==> src/rtl/pc_pkg.sv <==
// Shared definitions for the IF-stage program counter: next-PC select codes,
// default reset/exception vectors and the alignment helper.
// Pure declarations; no timing or flow-control behaviour.
package pc_pkg;

  // Next-PC source chosen by the priority encoder in pc_unit
  typedef enum logic [2:0] {
    SEL_INC  = 3'd0,
    SEL_BR   = 3'd1,
    SEL_JMP  = 3'd2,
    SEL_RET  = 3'd3,
    SEL_EXC  = 3'd4,
    SEL_HOLD = 3'd5
  } pc_sel_e;

  localparam logic [31:0] PC_DEFAULT_RESET_ADDR = 32'h0000_0000;
  localparam logic [31:0] PC_DEFAULT_EXC_ADDR   = 32'h0000_0080;

  // Instruction words are 4-byte aligned; any low bit set is a bad target
  function automatic logic is_misaligned(input logic [1:0] lsb);
    return lsb != 2'b00;
  endfunction

endpackage

==> src/rtl/return_address_stack.sv <==
// Circular return-address stack: push overwrites the oldest entry when full.
// Latency: top/count reflect a push or pop one cycle after it is sampled.
// No backpressure: push when full overwrites, pop when empty is ignored.
module return_address_stack #(
  parameter int unsigned ADDR_WIDTH = 32,
  parameter int unsigned RAS_DEPTH  = 4
) (
  input  logic                           clk,
  input  logic                           reset,
  input  logic                           push,
  input  logic                           pop,
  input  logic [ADDR_WIDTH-1:0]          push_data,
  output logic [ADDR_WIDTH-1:0]          top,
  output logic [$clog2(RAS_DEPTH+1)-1:0] count,
  output logic                           empty,
  output logic                           full
);

  localparam int unsigned PTR_W = $clog2(RAS_DEPTH);
  localparam int unsigned CNT_W = $clog2(RAS_DEPTH+1);

  // sp_q points at the next free slot; the top entry sits just below it.
  // Because the depth is a power of two the pointer wraps for free, which
  // is what makes a push-when-full land on the oldest entry.
  logic [PTR_W-1:0]      sp_q, sp_d;
  logic [CNT_W-1:0]      cnt_q, cnt_d;
  logic [ADDR_WIDTH-1:0] mem_q [RAS_DEPTH];
  logic                  wr_en;
  logic [PTR_W-1:0]      wr_idx;
  logic [PTR_W-1:0]      top_idx;

  assign top_idx = sp_q - PTR_W'(1);
  assign top     = mem_q[top_idx];
  assign count   = cnt_q;
  assign empty   = (cnt_q == '0);
  assign full    = (cnt_q == CNT_W'(RAS_DEPTH));

  // Pointer/count update; simultaneous push+pop on a non-empty stack
  // replaces the top in place rather than moving the pointer twice
  always_comb begin
    sp_d   = sp_q;
    cnt_d  = cnt_q;
    wr_en  = 1'b0;
    wr_idx = sp_q;
    if (push && pop && !empty) begin
      wr_en  = 1'b1;
      wr_idx = top_idx;
    end else if (push) begin
      wr_en  = 1'b1;
      wr_idx = sp_q;
      sp_d   = sp_q + PTR_W'(1);
      if (!full) cnt_d = cnt_q + CNT_W'(1);
    end else if (pop && !empty) begin
      sp_d  = top_idx;
      cnt_d = cnt_q - CNT_W'(1);
    end
  end

  // Pointer and occupancy registers
  always_ff @(posedge clk) begin
    if (reset) begin
      sp_q  <= '0;
      cnt_q <= '0;
    end else begin
      sp_q  <= sp_d;
      cnt_q <= cnt_d;
    end
  end

  // Entry storage; contents are meaningless after reset so not cleared
  always_ff @(posedge clk) begin
    if (wr_en && !reset) mem_q[wr_idx] <= push_data;
  end

endmodule

==> src/rtl/pc_unit.sv <==
// IF-stage program counter with next-PC select, return-address stack and alignment check.
// Latency: selected target appears on pc_out one cycle after inputs are sampled.
// enable=0 stalls PC and RAS; exception is honoured regardless of enable.
module pc_unit
  import pc_pkg::*;
#(
  parameter int unsigned           ADDR_WIDTH = 32,
  parameter logic [ADDR_WIDTH-1:0] RESET_ADDR = ADDR_WIDTH'(PC_DEFAULT_RESET_ADDR),
  parameter logic [ADDR_WIDTH-1:0] EXC_ADDR   = ADDR_WIDTH'(PC_DEFAULT_EXC_ADDR),
  parameter int unsigned           INC        = 4,
  parameter int unsigned           RAS_DEPTH  = 4
) (
  input  logic                           clk,
  input  logic                           reset,
  input  logic                           enable,
  input  logic                           exception,
  input  logic                           branch_taken,
  input  logic [ADDR_WIDTH-1:0]          branch_target,
  input  logic                           jump,
  input  logic                           call,
  input  logic [ADDR_WIDTH-1:0]          jump_target,
  input  logic                           ret,
  input  logic [ADDR_WIDTH-1:0]          ret_target,
  output logic [ADDR_WIDTH-1:0]          pc_out,
  output logic [ADDR_WIDTH-1:0]          pc_plus_inc,
  output logic [$clog2(RAS_DEPTH+1)-1:0] ras_count,
  output logic                           ras_empty,
  output logic                           ras_full,
  output logic                           misalign_err
);

  logic [ADDR_WIDTH-1:0] pc_q, pc_d;
  logic                  misalign_q, misalign_d;
  pc_sel_e               sel;
  logic [ADDR_WIDTH-1:0] raw_target;
  logic                  check_align;
  logic [ADDR_WIDTH-1:0] ras_top;
  logic                  ras_push, ras_pop;

  assign pc_out       = pc_q;
  assign pc_plus_inc  = pc_q + ADDR_WIDTH'(INC);
  assign misalign_err = misalign_q;

  // The stack only moves on an unstalled, non-exception cycle
  assign ras_push = enable && !exception && call;
  assign ras_pop  = enable && !exception && ret;

  return_address_stack #(
    .ADDR_WIDTH (ADDR_WIDTH),
    .RAS_DEPTH  (RAS_DEPTH)
  ) u_ras (
    .clk       (clk),
    .reset     (reset),
    .push      (ras_push),
    .pop       (ras_pop),
    .push_data (pc_plus_inc),
    .top       (ras_top),
    .count     (ras_count),
    .empty     (ras_empty),
    .full      (ras_full)
  );

  // Priority encoder: exception > stall > ret > call/jump > branch > increment
  always_comb begin
    sel = SEL_INC;
    if (exception)              sel = SEL_EXC;
    else if (!enable)           sel = SEL_HOLD;
    else if (ret)               sel = SEL_RET;
    else if (call || jump)      sel = SEL_JMP;
    else if (branch_taken)      sel = SEL_BR;
  end

  // Target mux; ret uses the pre-update RAS top even when call also fires
  always_comb begin
    raw_target  = pc_plus_inc;
    check_align = 1'b0;
    unique case (sel)
      SEL_EXC:  raw_target = EXC_ADDR;
      SEL_HOLD: raw_target = pc_q;
      SEL_RET: begin
        raw_target  = ras_empty ? ret_target : ras_top;
        check_align = 1'b1;
      end
      SEL_JMP: begin
        raw_target  = jump_target;
        check_align = 1'b1;
      end
      SEL_BR: begin
        raw_target  = branch_target;
        check_align = 1'b1;
      end
      default:  raw_target = pc_plus_inc;
    endcase
  end

  // Redirect targets are word-aligned by clearing the low bits and flagged;
  // increment, hold and the exception vector pass through untouched
  always_comb begin
    pc_d       = raw_target;
    misalign_d = 1'b0;
    if (check_align) begin
      pc_d       = {raw_target[ADDR_WIDTH-1:2], 2'b00};
      misalign_d = is_misaligned(raw_target[1:0]);
    end
  end

  // PC register and one-cycle misalignment pulse
  always_ff @(posedge clk) begin
    if (reset) begin
      pc_q       <= RESET_ADDR;
      misalign_q <= 1'b0;
    end else begin
      pc_q       <= pc_d;
      misalign_q <= misalign_d;
    end
  end

endmodule
==> config.mk <==
export PLATFORM = sky130hd
export DESIGN_NAME = pc_unit
export DESIGN_NICKNAME = d
export VERILOG_FILES = /design/src/rtl/pc_pkg.sv /design/src/rtl/return_address_stack.sv /design/src/rtl/pc_unit.sv
export SDC_FILE = /design/constraint.sdc
export NUM_CORES = 1
export LEC_CHECK = 0
export ABC_AREA = 1
export CORE_MARGIN = 4
export CORE_UTILIZATION = 55
export CTS_CLUSTER_SIZE = 30
export DETAILED_ROUTE_END_ITERATION = 6
export GPL_ROUTABILITY_DRIVEN = 0
export PLACE_DENSITY = 0.9
export SLEW_MARGIN = 20
export SYNTH_ARGS = -nofsm -noshare
export SYNTH_HDL_FRONTEND = slang
export SYNTH_SLANG_ARGS = --single-unit
==> constraint.sdc <==
create_clock -name clk -period 9.8 [get_ports clk]
set_input_delay 1.96 -clock clk [delete_from_list [all_inputs] [get_ports clk]]
set_output_delay 1.96 -clock clk [all_outputs]
set_load 0.02 [all_outputs]
# [Yosys cells after proc, flatten, opt, wreduce, memory -nomap -nowiden]
# Memory sizes are Yosys's and may differ from the RTL's.
# Cells that the tools add are included.
[totals] mem_count=1 inputBits=104 ramBits=128 out_inout_bits=70 wordCells=57 ff_bits=38
[classes] n_reduce_logical=19 bitwise=2 n_eq_ne=7 muxes=18 n_addsub=5
[memory_table] name="u_ras.mem_q" depth=4 word_bits=32 rd=1 rd_clocked_by_memory_dff=0 write_ports=1 line_no="return_address_stack.sv:27" source="logic [ADDR_WIDTH-1:0] mem_q [RAS_DEPTH];"
[ops] operator="$pmux 32 s5" count=1
[ops] operator="$add 32x3->32 const B" count=1
[ops] operator="$mux 32" count=1
[ops] operator="$mux 3" count=5
[ops] operator="$mux 2" count=5
[ops] operator="$eq 3x3->1 const B" count=3
[ops] operator="$logic_and 1x1->1" count=7
[ops] operator="$eq 3x2->1 const B" count=2
[ops] operator="$mux 1" count=6
[ops] operator="$reduce_bool 2->1" count=2
[ops] operator="$reduce_or 2->1" count=2
[ops] operator="$add 3x1->3 const B" count=1
[ops] operator="$eq 3x1->1 const B" count=1
[ops] operator="$logic_not 1->1" count=3
[ops] operator="$logic_not 3->1" count=1
[ops] operator="$reduce_and 3->1" count=1
[ops] operator="$reduce_or 3->1" count=1
[ops] operator="$sub 3x1->3 const B" count=1
[ops] operator="$add 2x1->2 const B" count=1
[ops] operator="$ne 2x2->1 const B" count=1
[ops] operator="$not 1->1" count=2
[ops] operator="$reduce_and 2->1" count=1
[ops] operator="$sub 2x1->2 const B" count=1
[ops] operator="$logic_or 1x1->1" count=1

# [Depth between registers and ports, before layout]
# Gate-level depths: netlist of run 1.
[logic_depth] word_depth=10 depth_mapped=11 ltp_nobuf=10

# [Hierarchy]
# From an unflattened synthesis of run 1, not the netlist that was laid out.
[unflattened] cells_unflattened=1039 hier_area_um2=8773.4
[by_module_without_submodules] module="return_address_stack" seq_area_each_um2=3943.8 cells_per_inst=409 instances=1 area_per_inst_um2=5213.8
[by_module_without_submodules] module="pc_unit" seq_area_each_um2=660.6 cells_per_inst=630 instances=1 area_per_inst_um2=3559.7

# [Worst setup path before layout of run 1]
# OpenSTA, ideal clock, no wires.
[synth_path] kind="input to register" from="in exception" to="mem u_ras.mem_q[2][0] (enable)" setup_ps=421 cell_stages=7 setup_slack_ps=5343 path_buffers=0 required_ps=9379 arrival_time_ps=4036 path_cell_list="inv_2 nand2_4 nor2_4 nand3_1 xor2_1 inv_1 nor2_1"
[synth_between] elab_chain_cells=9 word_cells_on_any_way=12 classes_between="mux (5); reduce/logical (7)"
[synth_lines] item="start, declared" line_no="pc_unit.sv:16" source="input logic exception,"
[synth_lines] item="$logic_not 1->1 *" line_no="pc_unit.sv:45, pc_unit.sv:46"
[synth_lines] item="$logic_and 1x1->1 *" line_no="pc_unit.sv:45, pc_unit.sv:46"
[synth_lines] item="$logic_and 1x1->1, on equally long branches" line_no="pc_unit.sv:45, pc_unit.sv:46"
[synth_lines] item="$logic_and 1x1->1 (2 in a row)" line_no="return_address_stack.sv:45" source="if (push && pop && !empty) begin"
[synth_lines] item="$mux 1" line_no="return_address_stack.sv:45"
[synth_lines] item="$logic_and 1x1->1" line_no="return_address_stack.sv:72" source="if (wr_en && !reset) mem_q[wr_idx] <= push_data;"
[synth_lines] item="$mux 1" line_no="return_address_stack.sv:72"
[synth_lines] item="$mux 1 (not written as such)" line_no="return_address_stack.sv:72"
[synth_lines] item="end, declared" line_no="return_address_stack.sv:27"
# Every way passes the cells marked *; elsewhere a longest branch is shown, timed or not.

# [Final worst setup path of run 1]
[layout_path] from="reg pc_q[2], in the netlist pc_out[2]" to="out pc_plus_inc[18]"
[layout_between] elab_chain_cells=1
[layout_lines] item="start, declared" line_no="pc_unit.sv:32" source="logic [ADDR_WIDTH-1:0] pc_q, pc_d;"
[layout_lines] item="start signal, assigned" line_no="pc_unit.sv:113" source="pc_q <= pc_d;"
[layout_lines] item="$add 32x3->32" line_no="pc_unit.sv:41" source="assign pc_plus_inc = pc_q + ADDR_WIDTH'(INC);"
[layout_lines] item="end, declared" line_no="pc_unit.sv:25" source="output logic [ADDR_WIDTH-1:0] pc_plus_inc,"
# No other way between the ends.

==> flow_metrics.py, run 1 <==
metrics = {
    "setup_path": {
        "path_max_fanout": 7,
        "cp.required_ns": 7.84,
        "crit_path_end_kind": "primary output",
        "startpoint_type": "flip-flop",
        "crit_type": "reg2out",
        "worst_ep_arrival_time_ns": 2.84,
    },
    "synthesis": {
        "synth_top_area_share": 0.4404,
        "synth_fp_nets": 1199,
        "post-synth-top-area-cell": "edfxtp_1",
        "ys.warnings.count": 0,
        "synth_seq_cells": 166,
        "synth_area_leaders": "edfxtp_1, nand2_1, nor2_1, dfxtp_1, inv_1",
        "avgSynthCellArea_um2": 7.986,
        "synth_area_mm2": 0.008728,
        "ys_seq_area_frac": 0.5275,
        "synth_cells": 1093,
        "yosysUniqueCellTypes": 33,
    },
    "power": {
        "cellLeakagePower_nw": 4.526,
        "power_density_mw_per_mm2": 160.3,
        "ir_drop_v": 0.0001405,
    },
    "layout": {
        "final_nets": 1355,
        "layout_common_cells": "nand2_1, nor2_1, clkdlybuf4s50_1, edfxtp_1, inv_1",
        "syn_to_final_growth_pct": 27.57,
        "drive_above_1_share": 0.06577,
        "seq_area_mm2": 0.004606,
        "final_common_cell": "nand2_1",
        "fin_cells": 1473,
        "fillers": 1094,
        "diodes": 0,
        "multi_input_comb_area_mm2": 0.003443,
    },
    "die": {
        "die_x_um": 134.0,
        "pin_count": 174,
        "start_util": 0.5678,
        "fp.dieArea_mm2": 0.01795,
        "fp.dieH_um": 134.0,
        "core_mm2": 0.01537,
        "num_rows": 45,
    },
    "hold_path": {
        "hold_class": "reg2reg",
    },
    "clock_tree": {
        "post_cts.repair.setup_buffers": 0,
        "clkTransAtPathRegs_ns": 0.06,
        "clk_path_buf_depth": 2,
        "cts_root_buf": "clkbuf_16",
        "numCtsBuffers": 17,
        "clock_latency_ns": 0.43,
        "cts.sinks": 166,
        "ctsHtreeMaxLevel": 4,
        "cts_resized": 0,
        "postCtsHoldBufs": 0,
        "cts_tree": "built",
    },
    "timing": {
        "setup_tns_ns": 0,
        "hold_slack_ns": 0.5317,
        "drv_slew": 0,
        "slew_headroom": 0.3945,
        "rsz0062_at_grt": "false",
        "max_freq_mhz": 208.4,
        "finalSetupViolCount": 0,
        "worst_pin_slew_ns": 0.9061,
        "min_period_ns": 4.798,
        "finalHoldViolations": 0,
        "clock-skew-final_ns": 0.005202,
        "fin_crit_sh": 0.4895,
    },
    "placement": {
        "dp_hpwl_mm": 17.57,
        "portBuffers": 173,
        "dpl.cell_count": 1441,
    },
    "route": {
        "routed_via_density": 5.601,
        "wire_per_inst_um": 18.05,
        "initialDrtViolationCount": 1099,
        "met3_length_mm": 3.124,
        "dr_total_vias": 8251,
        "drt-met1-wl_mm": 9.744,
        "drt_pre_antenna_iters": 5,
        "highest_layer": "met4",
        "wl_met2_mm": 12.70,
        "postRouteAntennaNets": 0,
        "drc": 0,
        "wl_mm": 26.59,
    },
    "job": {
        "drv_cap": 0,
    },
    "global_route": {
        "antenna_found_initial": 0,
        "grt_pass1_wl_mm": 40.44,
        "first_global_vias": 7938,
        "gr-total-overflow": 0,
        "grt_usage": 0.2903,
        "grt_max_degree": 67,
    },
    "status": {
        "outcome": "finished clean",
    },
}
-- logic make-up (layout without fill, tap and decap cells) --
logic type	count (synthesis)	after routing	share of synthesized area
fa+ha+maj	2	2	0.003727
simple gates	589	589	0.2728
compound gates	167	167	0.1005
flops	166	166	0.5275
xor+xnor	16	16	0.01606
buf+inv	153	322	0.07942
-- sequential cells by signal, summed over array words and instances, names as in the netlist --
register / count
misalign_err: 1
u_ras.sp_q: 2
u_ras.count: 3
pc_out: 32
u_ras.mem_q: 128
-- Yosys cell counts --
| cell type | instances |
|---|---|
| nor2_4 | 4 |
| a21oi_1 | 61 |
| nor2_2 | 10 |
| nand3_2 | 2 |
| buf_4 | 11 |
| nor2_1 | 238 |
| buf_2 | 19 |
| inv_1 | 102 |
| xnor2_1 | 1 |
| nand3b_1 | 2 |
| nand2_2 | 7 |
| nand2_4 | 4 |
| o21ai_0 | 61 |
| a21oi_2 | 3 |
| clkbuf_2 | 1 |
| dfxtp_1 | 38 |
| nand4_1 | 1 |
| ha_1 | 1 |
| clkbuf_1 | 6 |
| fa_1 | 1 |
| o21ai_1 | 30 |
| o221ai_1 | 1 |
| inv_2 | 7 |
| a211oi_1 | 1 |
| o22ai_1 | 1 |
| buf_6 | 7 |
| xor2_1 | 15 |
| or2_2 | 2 |
| nand2_1 | 287 |
| o211ai_1 | 9 |
| nor3_1 | 4 |
| nand3_1 | 28 |
| edfxtp_1 | 128 |
-- final cells by class --
cell class                 instances  share of cell area
sequential                       166              0.4136
multi-input combinational        774              0.3092
timing repair buffer             181              0.1609
clock buffer                      18             0.03944
inverter                         109             0.03675
tap                              211             0.02371
clock inverter                    14             0.01629
-- per-stage QoR --
step	area [um^2]	worst slack, ns	total power, W	util
floorplan	8728	5.343	0.0009673	-
CTS	11130	5.013	0.001781	0.7244
finish	11130	5.002	0.001785	0.7244
detailed placement	10510	5.366	0.001091	0.6840
global route	11130	4.852	0.001836	0.7244
global placement	10510	5.548	0.001083	0.6840
-- per-layer routing --
layer  track usage  vias up
met4        0.1463        0
met3       0.06827       76
met1        0.3599     3763
met5             0        -
li1              -     3817
met2        0.4773      595
-- final timing paths --
path	start	to	slack, ns	cells past startpoint
setup / recovery	pc_out[2]$_SDFFE_PP0P_	pc_plus_inc[18]	5.00	7
setup reg to reg	u_ras.sp_q[0]$_SDFFE_PP0P_	u_ras.mem_q[0][29]$_DFFE_PP_	6.11	9
hold / removal	u_ras.count[0]$_SDFFE_PP0P_	u_ras.count[0]$_SDFFE_PP0P_	0.53	1
hold reg to reg	u_ras.count[0]$_SDFFE_PP0P_	u_ras.count[0]$_SDFFE_PP0P_	0.53	1
-- worst max-delay path, stage by stage, from the launching register on --
cell	delay [ns]
dfxtp_1	0.46
ha_1	0.28
nand2_1	0.10
nor2_1	0.14
nand2_1	0.12
nor2_1	0.16
xor2_1	0.41
clkdlybuf4s50_1	0.75
-- report_power, final --
part	internal, W	switching (W)
combinational	0.000116	0.000174
clock	0.000431	0.000270
sequential	0.000774	0.0000203
total	0.00132	0.000464
(Power assumes the default switching activity.)
==> inputs of run 2 (changes only) <==
CORE_UTILIZATION = 52   (was 55)
PLACE_DENSITY = 0.86   (was 0.9)
clock period = 4.6 ns   (was 9.8 ns; I/O delays follow)
==> run 2 against run 1 <==
First-iteration DRC count decreased by 2.1%; via count decreased by 1.3%; critical path type unchanged; count of clock-buffer cells in the layout increased by 3; non-clock buffer count increased by 3; combinational power increased by 120%; clock skew increased by 0.0060 ns.
==> flow_metrics.py, run 2 (synthesis results as in run 1) <==
metrics = {
    "placement": {
        "portBuffers": 173,
        "place_area_mm2": 0.01055,
        "post-place-ws_ns": 1.268,
        "dpl.cell_count": 1453,
        "dp_hpwl_mm": 17.80,
    },
    "clock_tree": {
        "cts_tree": "built",
        "cts_resized": 0,
        "post_cts.repair.setup_buffers": 0,
        "clkTransAtPathRegs_ns": 0.06,
        "ctsHtreeMaxLevel": 4,
        "postCtsHoldBufs": 0,
        "cts.sinks": 166,
        "numCtsBuffers": 17,
        "clk_path_buf_depth": 2,
        "clock_latency_ns": 0.43,
        "cts_root_buf": "clkbuf_16",
    },
    "global_route": {
        "grt_util_met2": 0.4618,
        "gr-total-overflow": 0,
        "first_global_vias": 7701,
        "antenna_found_initial": 0,
        "grt_usage": 0.2842,
        "grt_max_degree": 66,
        "grtUsageMet1": 0.3633,
        "grt_pass1_wl_mm": 40.64,
        "grt.busiest_layer": "met2",
        "grtUsageMet3": 0.07232,
    },
    "die": {
        "core_mm2": 0.01652,
        "num_rows": 47,
        "fp.dieArea_mm2": 0.01892,
        "start_util": 0.5282,
        "die_x_um": 137.6,
        "pin_count": 174,
        "fp.dieH_um": 137.6,
    },
    "layout": {
        "diodes": 0,
        "top_register": "u_ras.mem_q",
        "fin_cells": 1485,
        "drive_above_1_share": 0.06877,
        "final_nets": 1358,
        "layout_common_cells": "nand2_1, nor2_1, clkdlybuf4s50_1, edfxtp_1, inv_1",
        "largest_reg_flops": 128,
        "syn_to_final_growth_pct": 28.18,
        "final_common_cell": "nand2_1",
        "final_area_mm2": 0.01119,
    },
    "route": {
        "wl_mm": 26.49,
        "wire_per_inst_um": 17.84,
        "routed_via_density": 5.486,
        "initialDrtViolationCount": 1076,
        "drc": 0,
        "drt_pre_antenna_iters": 6,
        "dr_total_vias": 8147,
        "postRouteAntennaNets": 0,
    },
    "setup_path": {
        "cp.required_ns": 3.68,
        "crit_type": "reg2out",
        "startpoint_type": "flip-flop",
        "worst_ep_arrival_time_ns": 2.96,
        "crit_path_end_kind": "primary output",
        "path_max_fanout": 7,
    },
    "timing": {
        "hold_slack_ns": 0.5370,
        "rsz0062_at_grt": "false",
        "finalSetupViolCount": 0,
        "finalHoldViolations": 0,
        "fin_crit_sh": 0.8437,
        "slew_headroom": 0.4207,
        "post-route-worst-setup-slack_ns": 0.7191,
        "drv_slew": 0,
        "setup_tns_ns": 0,
        "max_freq_mhz": 257.7,
        "worst_pin_slew_ns": 0.8669,
        "clock-skew-final_ns": 0.01118,
        "min_period_ns": 3.881,
    },
    "power": {
        "cellLeakagePower_nw": 4.551,
        "power.switching_w": 0.001002,
        "seqPwrFrac": 0.439,
        "p_sw_frac": 0.2601,
        "power_density_mw_per_mm2": 344.4,
        "ir_drop_v": 0.0002894,
        "pwr-share-clk": 0.398,
        "p_comb_frac": 0.162,
        "internal_power_w": 0.002851,
    },
    "job": {
        "drv_cap": 0,
    },
    "hold_path": {
        "hold_class": "reg2reg",
    },
    "status": {
        "outcome": "finished clean",
    },
}
-- run 2: cell count changes in the layout (fill, tap and decap cells not counted), sizes merged --
cell      delta
buf          +3
clkbuf       +3
clkinv       -3
clkinvlp     -1
inv          +1
-- run 2: power by group through the flow --
stage          registers (W)  logic [W]  clock network [W]
2_1_floorplan        0.00173   0.000329                  0
3_3_place_gp         0.00172   0.000603                  0
3_5_place_dp         0.00172   0.000616                  0
4_1_cts              0.00169   0.000621            0.00153
5_1_grt              0.00169   0.000679            0.00161
6_report             0.00169   0.000626            0.00154
-- run 2: cell type report --
type	instances	area (um^2)
fill	1264	5336
sequential	166	4606
clock buffer	21	470.5
tap	220	275.3
clock inverter	11	170.2
inverter	109	409.1
timing repair buffer	184	1814
multi-input combinational	774	3443
-- run 2: metal layers --
layer  routed length [um]  up-vias
li1                     -     3824
met2                12670      487
met3                 3023       77
met4                  946        0
met1                 9843     3759
met5                    0        -
-- run 2: critical path: stages, from the launching register on --
cell and delay, ns:
dfxtp_1 0.45, ha_1 0.27, nand2_1 0.10, nor2_1 0.13, nand2_1 0.13, nor2_1 0.19, xor2_1 0.53, clkdlybuf4s50_1 0.73
-- run 2: final timing paths --
check,cells past startpoint,endpoint,slack [ns],from
worst max-delay path,7,pc_plus_inc[18],0.72,pc_out[2]$_SDFFE_PP0P_
worst min-delay path,1,u_ras.count[0]$_SDFFE_PP0P_,0.54,u_ras.count[0]$_SDFFE_PP0P_
worst min register to register,1,u_ras.count[0]$_SDFFE_PP0P_,0.54,u_ras.count[0]$_SDFFE_PP0P_
worst max register to register,9,u_ras.mem_q[3][22]$_DFFE_PP_,1.46,u_ras.sp_q[1]$_SDFFE_PP0P_
-- run 2: through the flow --
| stage | utilization | power [W] |
|---|---|---|
| finish | 0.6771 | 0.003853 |
| CTS | 0.6771 | 0.003846 |
| global route | 0.6771 | 0.003980 |
| detailed placement | 0.6383 | 0.002338 |
| global placement | 0.6383 | 0.002324 |
| floorplan | - | 0.002061 |
==> inputs of run 3 (changes only) <==
clock period = 3.8 ns   (was 4.6 ns; I/O delays follow)
==> run 3 against run 2 <==
Non-clock buffer count grew 5; largest cell class unchanged; largest power group unchanged; combinational power grew 21%; hold slack lost 0.017 ns; sequential power grew 21%; clock power grew 21%; first-iteration DRC count shrank 16%; critical path depth is the same; cell count grew 0.34%; sequential share of layout area shrank 0.19 points; setup slack lost 0.50 ns; clock skew shrank 0.0013 ns.
==> flow_metrics.py, run 3 (synthesis results as in run 1) <==
metrics = {
    "status": {
        "outcome": "finished clean",
    },
    "layout": {
        "final_common_cell": "nand2_1",
        "drive_above_1_share": 0.07165,
        "multi_input_comb_area_mm2": 0.003451,
        "layout_common_cells": "nand2_1, nor2_1, clkdlybuf4s50_1, edfxtp_1, inv_1",
        "largest_reg_flops": 128,
        "syn_to_final_growth_pct": 28.78,
        "seq_area_mm2": 0.004606,
        "top_register": "u_ras.mem_q",
        "fillers": 1226,
        "final_nets": 1363,
        "diodes": 0,
    },
    "power": {
        "p_sw_frac": 0.2587,
        "power.switching_w": 0.001209,
        "p_comb_frac": 0.162,
        "pwr-share-clk": 0.400,
        "seqPwrFrac": 0.437,
        "power_density_mw_per_mm2": 415.6,
        "cellLeakagePower_nw": 4.571,
        "ir_drop_v": 0.0003746,
        "internal_power_w": 0.003463,
    },
    "die": {
        "fp.dieH_um": 137.6,
        "pin_count": 174,
        "num_rows": 47,
        "start_util": 0.5282,
        "die_x_um": 137.6,
        "core_mm2": 0.01652,
        "fp.dieArea_mm2": 0.01892,
    },
    "timing": {
        "fin_crit_sh": 0.9420,
        "setup_tns_ns": 0,
        "slew_headroom": 0.5419,
        "min_period_ns": 3.580,
        "post-route-worst-setup-slack_ns": 0.2204,
        "finalHoldViolations": 0,
        "clock-skew-final_ns": 0.009878,
        "rsz0062_at_grt": "false",
        "finalSetupViolCount": 0,
        "worst_pin_slew_ns": 0.6864,
        "drv_slew": 0,
        "max_freq_mhz": 279.4,
    },
    "setup_path": {
        "worst_ep_arrival_time_ns": 2.82,
        "rrSetupSlack_ns": 1.08,
        "startpoint_type": "flip-flop",
        "crit_path_end_kind": "primary output",
        "r2r-start": "u_ras.sp_q[0]$_SDFFE_PP0P_",
        "crit_type": "reg2out",
        "path_max_fanout": 7,
        "cp.required_ns": 3.04,
        "startpoint": "pc_out[2]$_SDFFE_PP0P_",
    },
    "global_route": {
        "grt_usage": 0.2811,
        "grt_pass1_wl_mm": 40.00,
        "grt_max_degree": 45,
        "gr-total-overflow": 0,
        "grt.busiest_layer": "met2",
        "grtUsageMet3": 0.07268,
        "first_global_vias": 7731,
        "grtUsageMet1": 0.3400,
        "antenna_found_initial": 0,
        "grt_util_met2": 0.4696,
    },
    "clock_tree": {
        "cts_root_buf": "clkbuf_16",
        "post_cts.repair.setup_buffers": 0,
        "numCtsBuffers": 17,
        "cts.sinks": 166,
        "postCtsHoldBufs": 0,
        "clock_latency_ns": 0.44,
        "cts_tree": "built",
        "ctsHtreeMaxLevel": 4,
        "cts_resized": 0,
        "clkTransAtPathRegs_ns": 0.07,
        "clk_path_buf_depth": 2,
    },
    "hold_path": {
        "hold_class": "reg2reg",
        "min_from": "u_ras.count[0]$_SDFFE_PP0P_",
    },
    "placement": {
        "dp_hpwl_mm": 18.01,
        "post-place-ws_ns": 0.6382,
        "portBuffers": 173,
    },
    "route": {
        "drt_pre_antenna_iters": 6,
        "initialDrtViolationCount": 909,
        "wire_per_inst_um": 17.77,
        "routed_via_density": 5.460,
        "dr_total_vias": 8135,
        "wl_mm": 26.47,
        "drc": 0,
        "postRouteAntennaNets": 0,
    },
    "job": {
        "drv_cap": 0,
    },
}
==> run 3: metal layers <==
metal / up-vias / part of all wire
met5: - / 0
met4: 0 / 0.038
met3: 82 / 0.12
met2: 532 / 0.48
met1: 3685 / 0.36
li1: 3836 / -
==> run 3: power groups by stage <==
| stage | clock network, W | logic, W | registers [W] |
|---|---|---|---|
| 5_1_grt | 0.00195 | 0.000825 | 0.00205 |
| 3_3_place_gp | 0 | 0.000729 | 0.00208 |
| 3_5_place_dp | 0 | 0.000746 | 0.00208 |
| 2_1_floorplan | 0 | 0.000399 | 0.00210 |
| 4_1_cts | 0.00187 | 0.000754 | 0.00204 |
| 6_report | 0.00187 | 0.000759 | 0.00204 |
==> run 3: worst max-delay path: stages (launching register included) <==
cell and delay [ns]:
dfxtp_1 0.46, ha_1 0.29, nand2_1 0.11, nor2_1 0.15
nand2_1 0.13, nor2_1 0.21, xor2_2 0.31, clkdlybuf4s50_1 0.72
==> run 3: through the flow <==
step | std cells | power (W) | instance area, um^2 | util | hold slack [ns]
final | 1490 | 0.004672 | 11240 | 0.6802 | 0.5197
after global routing | 1490 | 0.004816 | 11240 | 0.6802 | 0.5838
after CTS | 1490 | 0.004666 | 11230 | 0.6798 | 0.5265
after detailed placement | 1458 | 0.002824 | 10600 | 0.6413 | 0.5102
after global placement | 1458 | 0.002806 | 10600 | 0.6413 | 0.5077
after floorplan | 1093 | 0.002495 | 8728 | - | 0.5717
==> run 3: final timing paths <==
kind	endpoint	depth (start not counted)
hold reg to reg	u_ras.count[0]$_SDFFE_PP0P_	1
setup reg to reg	u_ras.mem_q[3][27]$_DFFE_PP_	10
setup / recovery	pc_plus_inc[18]	7
hold / removal	u_ras.count[0]$_SDFFE_PP0P_	1
==> run 3: cell type report <==
cell class,count,share of cell area
tap,220,0.02449
clock inverter,13,0.01803
clock buffer,19,0.03851
multi-input combinational,774,0.3070
timing repair buffer,189,0.1659
sequential,166,0.4097
inverter,109,0.03640
